===== src/rtl/vector_lsu_strided_pkg.sv =====
// Shared types and defaults for the strided vector load/store unit.
package vector_lsu_strided_pkg;

  localparam int unsigned DEF_MAX_LEN         = 64;
  localparam int unsigned DEF_MAX_OUTSTANDING = 8;
  localparam int unsigned DEF_ELEM_WIDTH      = 64;
  localparam int unsigned DEF_IDX_W           = $clog2(DEF_MAX_LEN);

  typedef enum logic [1:0] {
    LSU_IDLE,
    LSU_LOAD,
    LSU_STORE,
    LSU_DONE
  } lsu_state_e;

  typedef struct packed {
    logic [DEF_IDX_W-1:0]      id;
    logic [DEF_ELEM_WIDTH-1:0] data;
  } lsu_rsp_t;

endpackage


===== src/rtl/vector_lsu_strided_fifo.sv =====
// Small synchronous FIFO with wrap-bit pointers; push at full is accepted only alongside a pop.
module lsu_fifo #(
  parameter int unsigned WIDTH = 8,
  parameter int unsigned DEPTH = 8
) (
  input  logic             clk,
  input  logic             reset,
  input  logic             push,
  input  logic [WIDTH-1:0] wdata,
  input  logic             pop,
  output logic [WIDTH-1:0] rdata,
  output logic             full,
  output logic             empty
);

  localparam int unsigned AW = $clog2(DEPTH);
  localparam int unsigned PW = AW + 1;

  logic [PW-1:0]    wr_ptr_q, wr_ptr_d;
  logic [PW-1:0]    rd_ptr_q, rd_ptr_d;
  logic [WIDTH-1:0] mem_q [DEPTH];
  logic             do_push;
  logic             do_pop;

  assign empty = (wr_ptr_q == rd_ptr_q);
  assign full  = (wr_ptr_q[AW] != rd_ptr_q[AW]) && (wr_ptr_q[AW-1:0] == rd_ptr_q[AW-1:0]);
  assign rdata = mem_q[rd_ptr_q[AW-1:0]];

  always_comb begin
    do_pop   = pop && !empty;
    do_push  = push && (!full || do_pop);
    wr_ptr_d = wr_ptr_q + PW'(do_push);
    rd_ptr_d = rd_ptr_q + PW'(do_pop);
  end

  always_ff @(posedge clk or posedge reset) begin
    if (reset) begin
      wr_ptr_q <= '0;
      rd_ptr_q <= '0;
    end else begin
      wr_ptr_q <= wr_ptr_d;
      rd_ptr_q <= rd_ptr_d;
    end
  end

  // Storage is not reset; pointers alone define what is valid.
  always_ff @(posedge clk) begin
    if (do_push) mem_q[wr_ptr_q[AW-1:0]] <= wdata;
  end

endmodule


===== src/rtl/vector_lsu_strided.sv =====
// Strided vector load/store unit: one command at a time, bounded in-flight requests, out-of-order load returns.
module vector_lsu_strided
  import vector_lsu_strided_pkg::*;
#(
  parameter int unsigned CORE_ID         = 8,
  parameter int unsigned ELEM_WIDTH      = 64,
  parameter int unsigned MAX_LEN         = DEF_MAX_LEN,
  parameter int unsigned ADDR_WIDTH      = 32,
  parameter int unsigned MAX_OUTSTANDING = DEF_MAX_OUTSTANDING,
  parameter int unsigned LEN_W           = $clog2(MAX_LEN) + 1,
  parameter int unsigned IDX_W           = $clog2(MAX_LEN)
) (
  input  logic                  clk,
  input  logic                  reset,
  input  logic                  cmd_vld,
  output logic                  cmd_rdy,
  input  logic                  cmd_is_store,
  input  logic [ADDR_WIDTH-1:0] cmd_base,
  input  logic [ADDR_WIDTH-1:0] cmd_stride,
  input  logic [LEN_W-1:0]      cmd_len,
  input  logic [4:0]            cmd_vreg,
  output logic                  done,
  output logic                  reg_rd_vld,
  input  logic                  reg_rd_grant,
  output logic [4:0]            reg_rd_vreg,
  output logic [IDX_W-1:0]      reg_rd_idx,
  input  logic                  reg_rd_rsp_vld,
  input  logic [ELEM_WIDTH-1:0] reg_rd_rsp_data,
  output logic                  reg_wr_vld,
  input  logic                  reg_wr_grant,
  output logic [4:0]            reg_wr_vreg,
  output logic [IDX_W-1:0]      reg_wr_idx,
  output logic [ELEM_WIDTH-1:0] reg_wr_data,
  output logic                  mem_req_vld,
  input  logic                  mem_req_grant,
  output logic                  mem_req_write,
  output logic [ADDR_WIDTH-1:0] mem_req_addr,
  output logic [IDX_W-1:0]      mem_req_id,
  output logic [7:0]            mem_req_core_id,
  output logic [ELEM_WIDTH-1:0] mem_req_data,
  input  logic                  mem_rsp_vld,
  input  logic [IDX_W-1:0]      mem_rsp_id,
  input  logic [ELEM_WIDTH-1:0] mem_rsp_data
);

  localparam int unsigned OUT_W = $clog2(MAX_OUTSTANDING) + 1;
  localparam int unsigned SUM_W = OUT_W + 1;
  localparam int unsigned RSP_W = IDX_W + ELEM_WIDTH;

  lsu_state_e            state_q, state_d;
  logic [LEN_W-1:0]      len_q, len_d;
  logic [4:0]            vreg_q, vreg_d;
  logic [ADDR_WIDTH-1:0] stride_q, stride_d;
  logic [ADDR_WIDTH-1:0] addr_q, addr_d;
  logic [LEN_W-1:0]      iss_q, iss_d;
  logic [LEN_W-1:0]      comp_q, comp_d;
  logic [LEN_W-1:0]      rd_q, rd_d;
  logic [OUT_W-1:0]      out_q, out_d;
  logic [OUT_W-1:0]      fu_q, fu_d;

  logic             in_load, in_store, can_issue;
  logic             req_vld, req_fire, rd_vld, rd_fire, wr_vld, wr_fire;
  logic             rsp_ok, rsp_push, ack, cmp_inc;
  logic             rsp_full, rsp_empty, sd_full, sd_empty;
  logic [RSP_W-1:0] rsp_head;
  logic [ELEM_WIDTH-1:0] sd_head;
  logic             unused_full;

  assign in_load   = (state_q == LSU_LOAD);
  assign in_store  = (state_q == LSU_STORE);
  assign can_issue = (out_q < OUT_W'(MAX_OUTSTANDING));

  assign req_vld  = can_issue && ((in_load && (iss_q < len_q)) || (in_store && !sd_empty));
  assign req_fire = req_vld && mem_req_grant;
  // Reads are throttled so fetched-but-unsent plus in-flight never exceeds the FIFO depth.
  assign rd_vld   = in_store && (rd_q < len_q) &&
                    ((SUM_W'(fu_q) + SUM_W'(out_q)) < SUM_W'(MAX_OUTSTANDING));
  assign rd_fire  = rd_vld && reg_rd_grant;
  assign wr_vld   = in_load && !rsp_empty;
  assign wr_fire  = wr_vld && reg_wr_grant;
  assign rsp_ok   = mem_rsp_vld && (LEN_W'(mem_rsp_id) < len_q);
  assign rsp_push = in_load && rsp_ok;
  assign ack      = in_store && rsp_ok;
  assign cmp_inc  = wr_fire || ack;
  assign unused_full = rsp_full ^ sd_full;

  lsu_fifo #(.WIDTH(RSP_W), .DEPTH(MAX_OUTSTANDING)) u_rsp_fifo (
    .clk   (clk),
    .reset (reset),
    .push  (rsp_push),
    .wdata ({mem_rsp_id, mem_rsp_data}),
    .pop   (wr_fire),
    .rdata (rsp_head),
    .full  (rsp_full),
    .empty (rsp_empty)
  );

  lsu_fifo #(.WIDTH(ELEM_WIDTH), .DEPTH(MAX_OUTSTANDING)) u_sd_fifo (
    .clk   (clk),
    .reset (reset),
    .push  (in_store && reg_rd_rsp_vld),
    .wdata (reg_rd_rsp_data),
    .pop   (in_store && req_fire),
    .rdata (sd_head),
    .full  (sd_full),
    .empty (sd_empty)
  );

  always_comb begin
    state_d  = state_q;
    len_d    = len_q;
    vreg_d   = vreg_q;
    stride_d = stride_q;
    addr_d   = req_fire ? (addr_q + stride_q) : addr_q;
    iss_d    = iss_q + LEN_W'(req_fire);
    comp_d   = comp_q + LEN_W'(cmp_inc);
    rd_d     = rd_q + LEN_W'(rd_fire);
    out_d    = out_q + OUT_W'(req_fire) - OUT_W'(cmp_inc);
    fu_d     = fu_q + OUT_W'(rd_fire) - OUT_W'(in_store && req_fire);
    unique case (state_q)
      LSU_IDLE: begin
        if (cmd_vld) begin
          len_d    = (cmd_len > LEN_W'(MAX_LEN)) ? LEN_W'(MAX_LEN) : cmd_len;
          vreg_d   = cmd_vreg;
          stride_d = cmd_stride;
          addr_d   = cmd_base;
          iss_d    = '0;
          comp_d   = '0;
          rd_d     = '0;
          out_d    = '0;
          fu_d     = '0;
          if (cmd_len == '0)     state_d = LSU_DONE;
          else if (cmd_is_store) state_d = LSU_STORE;
          else                   state_d = LSU_LOAD;
        end
      end
      LSU_LOAD, LSU_STORE: begin
        if (comp_q == len_q) state_d = LSU_DONE;
      end
      LSU_DONE: state_d = LSU_IDLE;
      default:  state_d = LSU_IDLE;
    endcase
  end

  always_ff @(posedge clk or posedge reset) begin
    if (reset) begin
      state_q  <= LSU_IDLE;
      len_q    <= '0;
      vreg_q   <= '0;
      stride_q <= '0;
      addr_q   <= '0;
      iss_q    <= '0;
      comp_q   <= '0;
      rd_q     <= '0;
      out_q    <= '0;
      fu_q     <= '0;
    end else begin
      state_q  <= state_d;
      len_q    <= len_d;
      vreg_q   <= vreg_d;
      stride_q <= stride_d;
      addr_q   <= addr_d;
      iss_q    <= iss_d;
      comp_q   <= comp_d;
      rd_q     <= rd_d;
      out_q    <= out_d;
      fu_q     <= fu_d;
    end
  end

  // Payload fields are gated by their valid so idle outputs read as zero.
  assign cmd_rdy         = (state_q == LSU_IDLE);
  assign done            = (state_q == LSU_DONE);
  assign mem_req_vld     = req_vld;
  assign mem_req_write   = req_vld && in_store;
  assign mem_req_addr    = req_vld ? addr_q : '0;
  assign mem_req_id      = req_vld ? iss_q[IDX_W-1:0] : '0;
  assign mem_req_core_id = req_vld ? 8'(CORE_ID) : '0;
  assign mem_req_data    = (req_vld && in_store) ? sd_head : '0;
  assign reg_rd_vld      = rd_vld;
  assign reg_rd_vreg     = rd_vld ? vreg_q : '0;
  assign reg_rd_idx      = rd_vld ? rd_q[IDX_W-1:0] : '0;
  assign reg_wr_vld      = wr_vld;
  assign reg_wr_vreg     = wr_vld ? vreg_q : '0;
  assign reg_wr_idx      = wr_vld ? rsp_head[RSP_W-1 -: IDX_W] : '0;
  assign reg_wr_data     = wr_vld ? rsp_head[ELEM_WIDTH-1:0] : '0;

endmodule

===== config.mk =====
export PLATFORM = sky130hd
export DESIGN_NAME = vector_lsu_strided
export DESIGN_NICKNAME = d
export VERILOG_FILES = /design/src/rtl/vector_lsu_strided_pkg.sv /design/src/rtl/vector_lsu_strided_fifo.sv /design/src/rtl/vector_lsu_strided.sv
export SDC_FILE = /design/constraint.sdc
export NUM_CORES = 1
export LEC_CHECK = 0
export BUFFER_PORTS_ARGS = -buffer_cell sky130_fd_sc_hd__buf_2
export CORE_MARGIN = 2
export CORE_UTILIZATION = 50
export CTS_CLUSTER_SIZE = 28
export DETAILED_ROUTE_END_ITERATION = 12
export PLACE_DENSITY = 0.68
export SYNTH_ARGS = -nofsm -noshare
export SYNTH_HDL_FRONTEND = slang
export SYNTH_SLANG_ARGS = --single-unit

===== constraint.sdc =====
create_clock -name clk -period 14.28 [get_ports clk]
set_clock_uncertainty 0.2 [all_clocks]
set_input_delay 0.714 -clock clk [delete_from_list [all_inputs] [get_ports clk]]
set_output_delay 0.714 -clock clk [all_outputs]
set_load 0.01 [all_outputs]

==> results of run 1 <==
[worst min-delay path, delay by kind of cell]
kind	cells	cell delay (ps)
simple gates	2	130
buf+inv	1	80
[path summary, 6_finish.rpt]
path | from | endpoint | slack [ps] | depth (start not counted)
min in group asynchronous | reset | vreg_q[2] | 270 | 3
worst min register to register | stride_q[30] | stride_q[30] | 290 | 2
worst max-delay path | u_sd_fifo.rd_ptr_q[1] | u_sd_fifo.mem_q[2][16] | 8800 | 12
max in group asynchronous | reset | stride_q[21] | 11760 | 5
worst min-delay path | cmd_base[1] | addr_q[1] | 40 | 3
worst max register to register | u_sd_fifo.rd_ptr_q[1] | u_sd_fifo.mem_q[2][16] | 8800 | 12
[cells in the mapped netlist, types with 3 or more instances]
library cell / number / area, µm²
nand4_1: 10 / 62.6
nand3_1: 31 / 155
or4_1: 3 / 22.5
xor2_1: 30 / 263
o21ai_0: 46 / 230
inv_1: 37 / 139
nor3_1: 18 / 90.1
buf_1: 24 / 90.1
nor4_1: 11 / 68.8
buf_4: 11 / 82.6
a211oi_1: 6 / 45.0
fa_1: 3 / 60.1
nand2b_1: 11 / 68.8
ha_1: 77 / 963
and2_1: 63 / 394
mux4_2: 268 / 6040
mux2i_1: 141 / 1410
and3_1: 9 / 56.3
a31oi_1: 5 / 31.3
nand3b_1: 6 / 45.0
o21a_1: 10 / 75.1
buf_2: 30 / 150
o22ai_1: 3 / 18.8
o21bai_1: 4 / 30.0
buf_6: 3 / 33.8
clkbuf_1: 80 / 300
o211ai_1: 4 / 30.0
edfxtp_1: 1072 / 32200
xnor2_1: 31 / 272
nor2b_1: 7 / 43.8
nor2_1: 217 / 815
dfrtp_1: 123 / 3080
or3_1: 3 / 18.8
o31ai_1: 3 / 22.5
a21oi_1: 62 / 310
o21ai_1: 5 / 25.0
nand2_1: 173 / 649
a21o_1: 20 / 150
[metrics by stage]
stage          utilization, %  instances
2_1_floorplan               -       2697
3_3_place_gp             54.0       4275
3_5_place_dp             54.0       4275
4_1_cts                  58.5       4539
5_1_grt                  58.5       4546
6_report                 58.5       4547
[state kept, by name, indices dropped and copies added (netlist names)]
signal / count
fu_q: 4
out_q: 4
u_rsp_fifo.rd_ptr_q: 4
stride_q: 32
u_sd_fifo.wr_ptr_q: 4
u_rsp_fifo.mem_q: 560
u_sd_fifo.mem_q: 512
u_rsp_fifo.wr_ptr_q: 4
vreg_q: 5
len_q: 7
iss_q: 7
state_q: 2
addr_q: 32
rd_q: 7
u_sd_fifo.rd_ptr_q: 4
comp_q: 7
[where the power goes]
part	switching, µW	internal (µW)
Sequential	336	4140
Combinational	1880	1570
Clock	1280	1760
[metal layers]
metal / vias up / share of wire [%] / wire length, µm
met5: - / 0.19 / 205
met4: 34 / 2.7 / 2920
met3: 192 / 6.7 / 7310
met2: 865 / 50 / 54200
met1: 13500 / 41 / 44400
li1: 11500 / - / -
[area by class of cell]
type,instances,area [µm²]
fillers,7167,40100
flip-flops and latches,1195,35300
multi-input cells,1316,12900
clock buffers,144,3140
repair buffers,499,2850
well taps,1276,1600
clock inverters,71,672
inverters,38,148
diodes,8,20.0
[kinds of logic (layout without fill, tap and decap cells)]
logic type,Yosys count,after routing,share of synthesized area (%)
DFF,1195,1195,72.3
and+or+nand+nor,567,567,5.18
muxes,410,410,15.3
AOI/OAI and AO/OA,191,191,2.40
buffers and inverters,186,752,1.64
adders and majority gates,80,80,2.10
xor gates and xnor gates,61,61,1.10
other,1,15,0.00769
[what timing repair did]
item,in CTS,in global routing
hold buffers,49,0
endpoints found under the setup margin,0,0
endpoints found under the hold margin,51,0
==> out/results.tsv, run 1 <==
metric	value	unit
outcome	finished, final reports clean	
fin_crit	5480	ps
grt_use_total	21.7	%
grt_max_degree	110	
finalNetCount	3467	
synth_cells	2691	
initial_core_util	50.4	%
cts_made_buffers	118	
met3_usage	4.67	%
power.density	194	mW/mm²
first_global_vias	27100	
avgSynthCellArea	18.1	µm²
p_leak	0.0202	µW
route.detailed.drc	0	
final_antenna_net_count	0	
gp_congestion	0.848	
ios	421	
chipHeight	316	µm
finalSetupViolCount	0	
cts_tree	yes	
drt_iter0_drc	2205	
htreeDepth	3	
wl_per_cell	24.0	µm
grt_use_met2	36.2	%
path_cells	xnor2_1, nand3_1, nor2_1, o32ai_1, or2_1, buf_4, and2_4, inv_4, a21oi_2, nand2_1, nor3_2, buf_4	
ys.flop_type	edfxtp_1	
dp_hpwl	63.7	mm
ys_seq_elements	1195	
seq_area_frac_synth	72.3	%
syn_area	0.0488	mm²
cts_buffer_depth	3	
clkTransAtPathRegs	60	ps
worst-path-buf-inv	3	
clockRootBuffer	clkbuf_16	
cp.required	14400	ps
worst_path_dominant_cell_family	simple AND/OR/NAND/NOR gates	
dieWidth	316	µm
routed-via-count	26000	
cp-start-kind	flip-flop	
pre_cts_ws	8750	ps
relSlewSlack	25.1	%
post_cts_buffers	0	
maxCapViolCount	0	
drv_slew	0	
yosys_warnings	0	
critPathMaxStageDelay	980	ps
finalPower	11000	µW
mostFrequentLayoutCells	edfxtp_1 (1072), buf_2 (413), mux4_2 (268), nor2_1 (209), nand2_1 (171)	
fin_crit_sh	38.4	%
path_max_fanout	62	
final_common_cell	edfxtp_1	
worst_pin_slew	1120	ps
wl	109	mm
arrival	5600	ps
fin_ws	8800	ps
cp-end-kind	flip-flop	
drt_first_pass_iters	5	
clkLatencyLatePin	710	ps
ir_worst_vdd	0.164	mV
rows	114	
finalSetupTns	0	ps
max_freq	0.182	GHz
rsz0062_at_grt	no	
whs	38.8	ps
hold_violations	0	
drive_above_1_share	28.1	%
grt_use_met1	28.7	%
path_common_cell	buf_4	
dieArea	0.100	mm²
cts.sinks	1195	
numPortBuffers	413	
fin_area	0.0566	mm²
synth_cell_types	61	
via_per_inst	5.73	
hold_path.class	input pin to flip-flop	
critPathKind	flip-flop to flip-flop	
placed_area	0.0523	mm²
grt_overflow_total	0	
async_reset_ff_share	10.3	%
grt_most_used_layer	met2	
slowest_stage	dfrtp_4	
antenna_found_initial	30	
synth-edff-count	1072	
syn_to_final_growth	16.0	%
grt_first_pass_wirelength	163	mm
core-area	0.0967	mm²
cts_resized	0	
Note: power is estimated with default switching activity, not from simulation.
==> run 2: changes to the inputs <==
Settings changed: PLACE_DENSITY 0.68 to 0.7.
Clock period 14.28 ns to 4.4 ns, I/O delays scaled along.
==> run 2 against run 1 <==
  * The run now ends with hold timing left
  * Routed wire length grew 2.5%
  * Non-clock buffer count increased by 205
  * Highest routed layer unchanged
  * Hold slack worse by 46 ps
  * Core utilization increased by 2.8 points
  * Final area increased by 4.8%
  * Flip-flop and latch count unchanged
==> out/results.tsv, run 2 (synthesis gave the netlist of run 1 again) <==
metric	value	unit
outcome	complete, but fails checks	
failed_checks	hold timing	
fin_ws	301	ps
grt_use_total	22.2	%
dieWidth	316	µm
cts_buffer_depth	3	
initial_core_util	50.4	%
power.density	622	mW/mm²
route.detailed.drc	0	
cp-start-kind	flip-flop	
critPathMaxStageDelay	400	ps
routed-via-count	27300	
first_global_vias	28200	
rsz0062_at_grt	no	
clkTransAtPathRegs	60	ps
grt_max_degree	131	
antenna_found_initial	12	
worst-path-buf-inv	4	
fin_area	0.0593	mm²
gp_congestion	0.853	
finalNetCount	3673	
clockRootBuffer	clkbuf_16	
whs	-7.51	ps
fin_crit_sh	93.2	%
final_common_cell	edfxtp_1	
p_leak	0.0213	µW
critPathKind	flip-flop to output port	
dp_hpwl	64.2	mm
ios	421	
final_antenna_net_count	0	
path_common_cell	a21oi_1	
max_freq	0.244	GHz
hold_path.class	input pin to asynchronous set/reset pin	
htreeDepth	3	
cts_made_buffers	119	
rows	114	
drt_first_pass_iters	8	
grt_overflow_total	0	
grt_first_pass_wirelength	168	mm
worst_pin_slew	1210	ps
worst_path_dominant_cell_family	buffers and inverters	
relSlewSlack	19.0	%
multi_input_area	0.0130	mm²
drt_iter0_drc	2497	
startpoint	len_q[2]	
placed_area	0.0527	mm²
wl_per_cell	23.4	µm
maxCapViolCount	0	
cp-end-kind	output port	
drv_slew	0	
mostFrequentLayoutCells	edfxtp_1 (1072), buf_2 (413), mux4_2 (268), dlygate4sd3_1 (245), nor2_1 (208)	
wl	112	mm
post_cts_buffers	0	
finalPower	36900	µW
syn_to_final_growth	21.6	%
path_max_fanout	42	
largest_reg_flops	560	
slowest_stage	dfrtp_1	
fin_crit	4100	ps
nFillCells	6844	
cts.sinks	1195	
chipHeight	316	µm
finalSetupViolCount	0	
regArea	0.0353	mm²
hold_violations	3	
clkLatencyLatePin	730	ps
via_per_inst	5.72	
dieArea	0.100	mm²
cts_tree	yes	
numPortBuffers	413	
path_cells	inv_1, ha_1, a21oi_1, o21ai_0, a21oi_1, o21a_1, or2_1, buf_4, nand2_2, buf_12, nor2_1, buf_2	
drive_above_1_share	27.6	%
cp.required	3980	ps
reg2reg_from	len_q[2]	
fin_util	61.3	%
core-area	0.0967	mm²
ir_worst_vdd	0.545	mV
pre_cts_ws	602	ps
arrival	3680	ps
==> run 2: cell count changes in the layout (fill, tap and decap cells not counted), moves of 9 or more <==
cell,delta
dlygate4sd3_1,+196
buf_12,+19
bufinv_16,+9
clkinv_2,+11
clkinv_1,-11
buf_4,-10
==> run 2: worst reg2reg max path, cell delays in order (launching register included) <==
cell	delay, ps
dfrtp_1	400
inv_1	140
ha_1	270
a21oi_1	140
o21ai_0	110
a21oi_1	190
o21a_1	130
or2_1	120
and2_4	260
inv_4	80
a21oi_2	250
nand2b_1	300
nor2_4	470
buf_12	380
==> run 2: cell type report <==
class,instances,area share (%)
repair buffers,704,8.62
clock buffers,135,5.19
flip-flops and latches,1195,59.5
clock inverters,93,1.84
inverters,38,0.249
multi-input cells,1316,21.9
diodes,11,0.0464
well taps,1276,2.69
==> run 2: per-layer routing <==
metal	track usage (%)	vias up	share of wire, %
met5	0	-	0.034
met4	6.70	6	2.3
met3	4.11	197	6.5
met2	36.8	1006	50
met1	30.2	14100	42
li1	-	11900	-
==> run 2: power breakdown <==
part	internal, µW	leakage [µW]	switching [µW]
Clock	6250	0.00204	4370
Sequential	13400	0.0112	644
Combinational	5430	0.00804	6780
==> run 2: path summary, 6_finish.rpt <==
check / slack (ps) / to / depth (start not counted)
worst max-delay path: 300 / mem_req_data[38] / 12
worst min-delay path: -8 / vreg_q[2] / 3
worst max register to register: 610 / u_sd_fifo.mem_q[4][20] / 13
worst min register to register: 280 / stride_q[16] / 2
max in group asynchronous: 3050 / stride_q[19] / 4
min in group clk: 40 / stride_q[9] / 4
==> run 2: metrics by stage <==
stage | std cells | TNS (ps) | hold WS (ps)
after floorplan | 2697 | -556230 | 119
after global placement | 4285 | 0 | 212
after detailed placement | 4285 | 0 | 220
after CTS | 4758 | 0 | 2.74
after global routing | 4763 | 0 | 20.2
final | 4768 | 0 | -7.51
==> run 2: timing repair <==
action	CTS	global route
hold buffers	245	0
endpoints found under the hold margin	1223	0
setup endpoints to repair	0	3
gates resized for setup	0	0
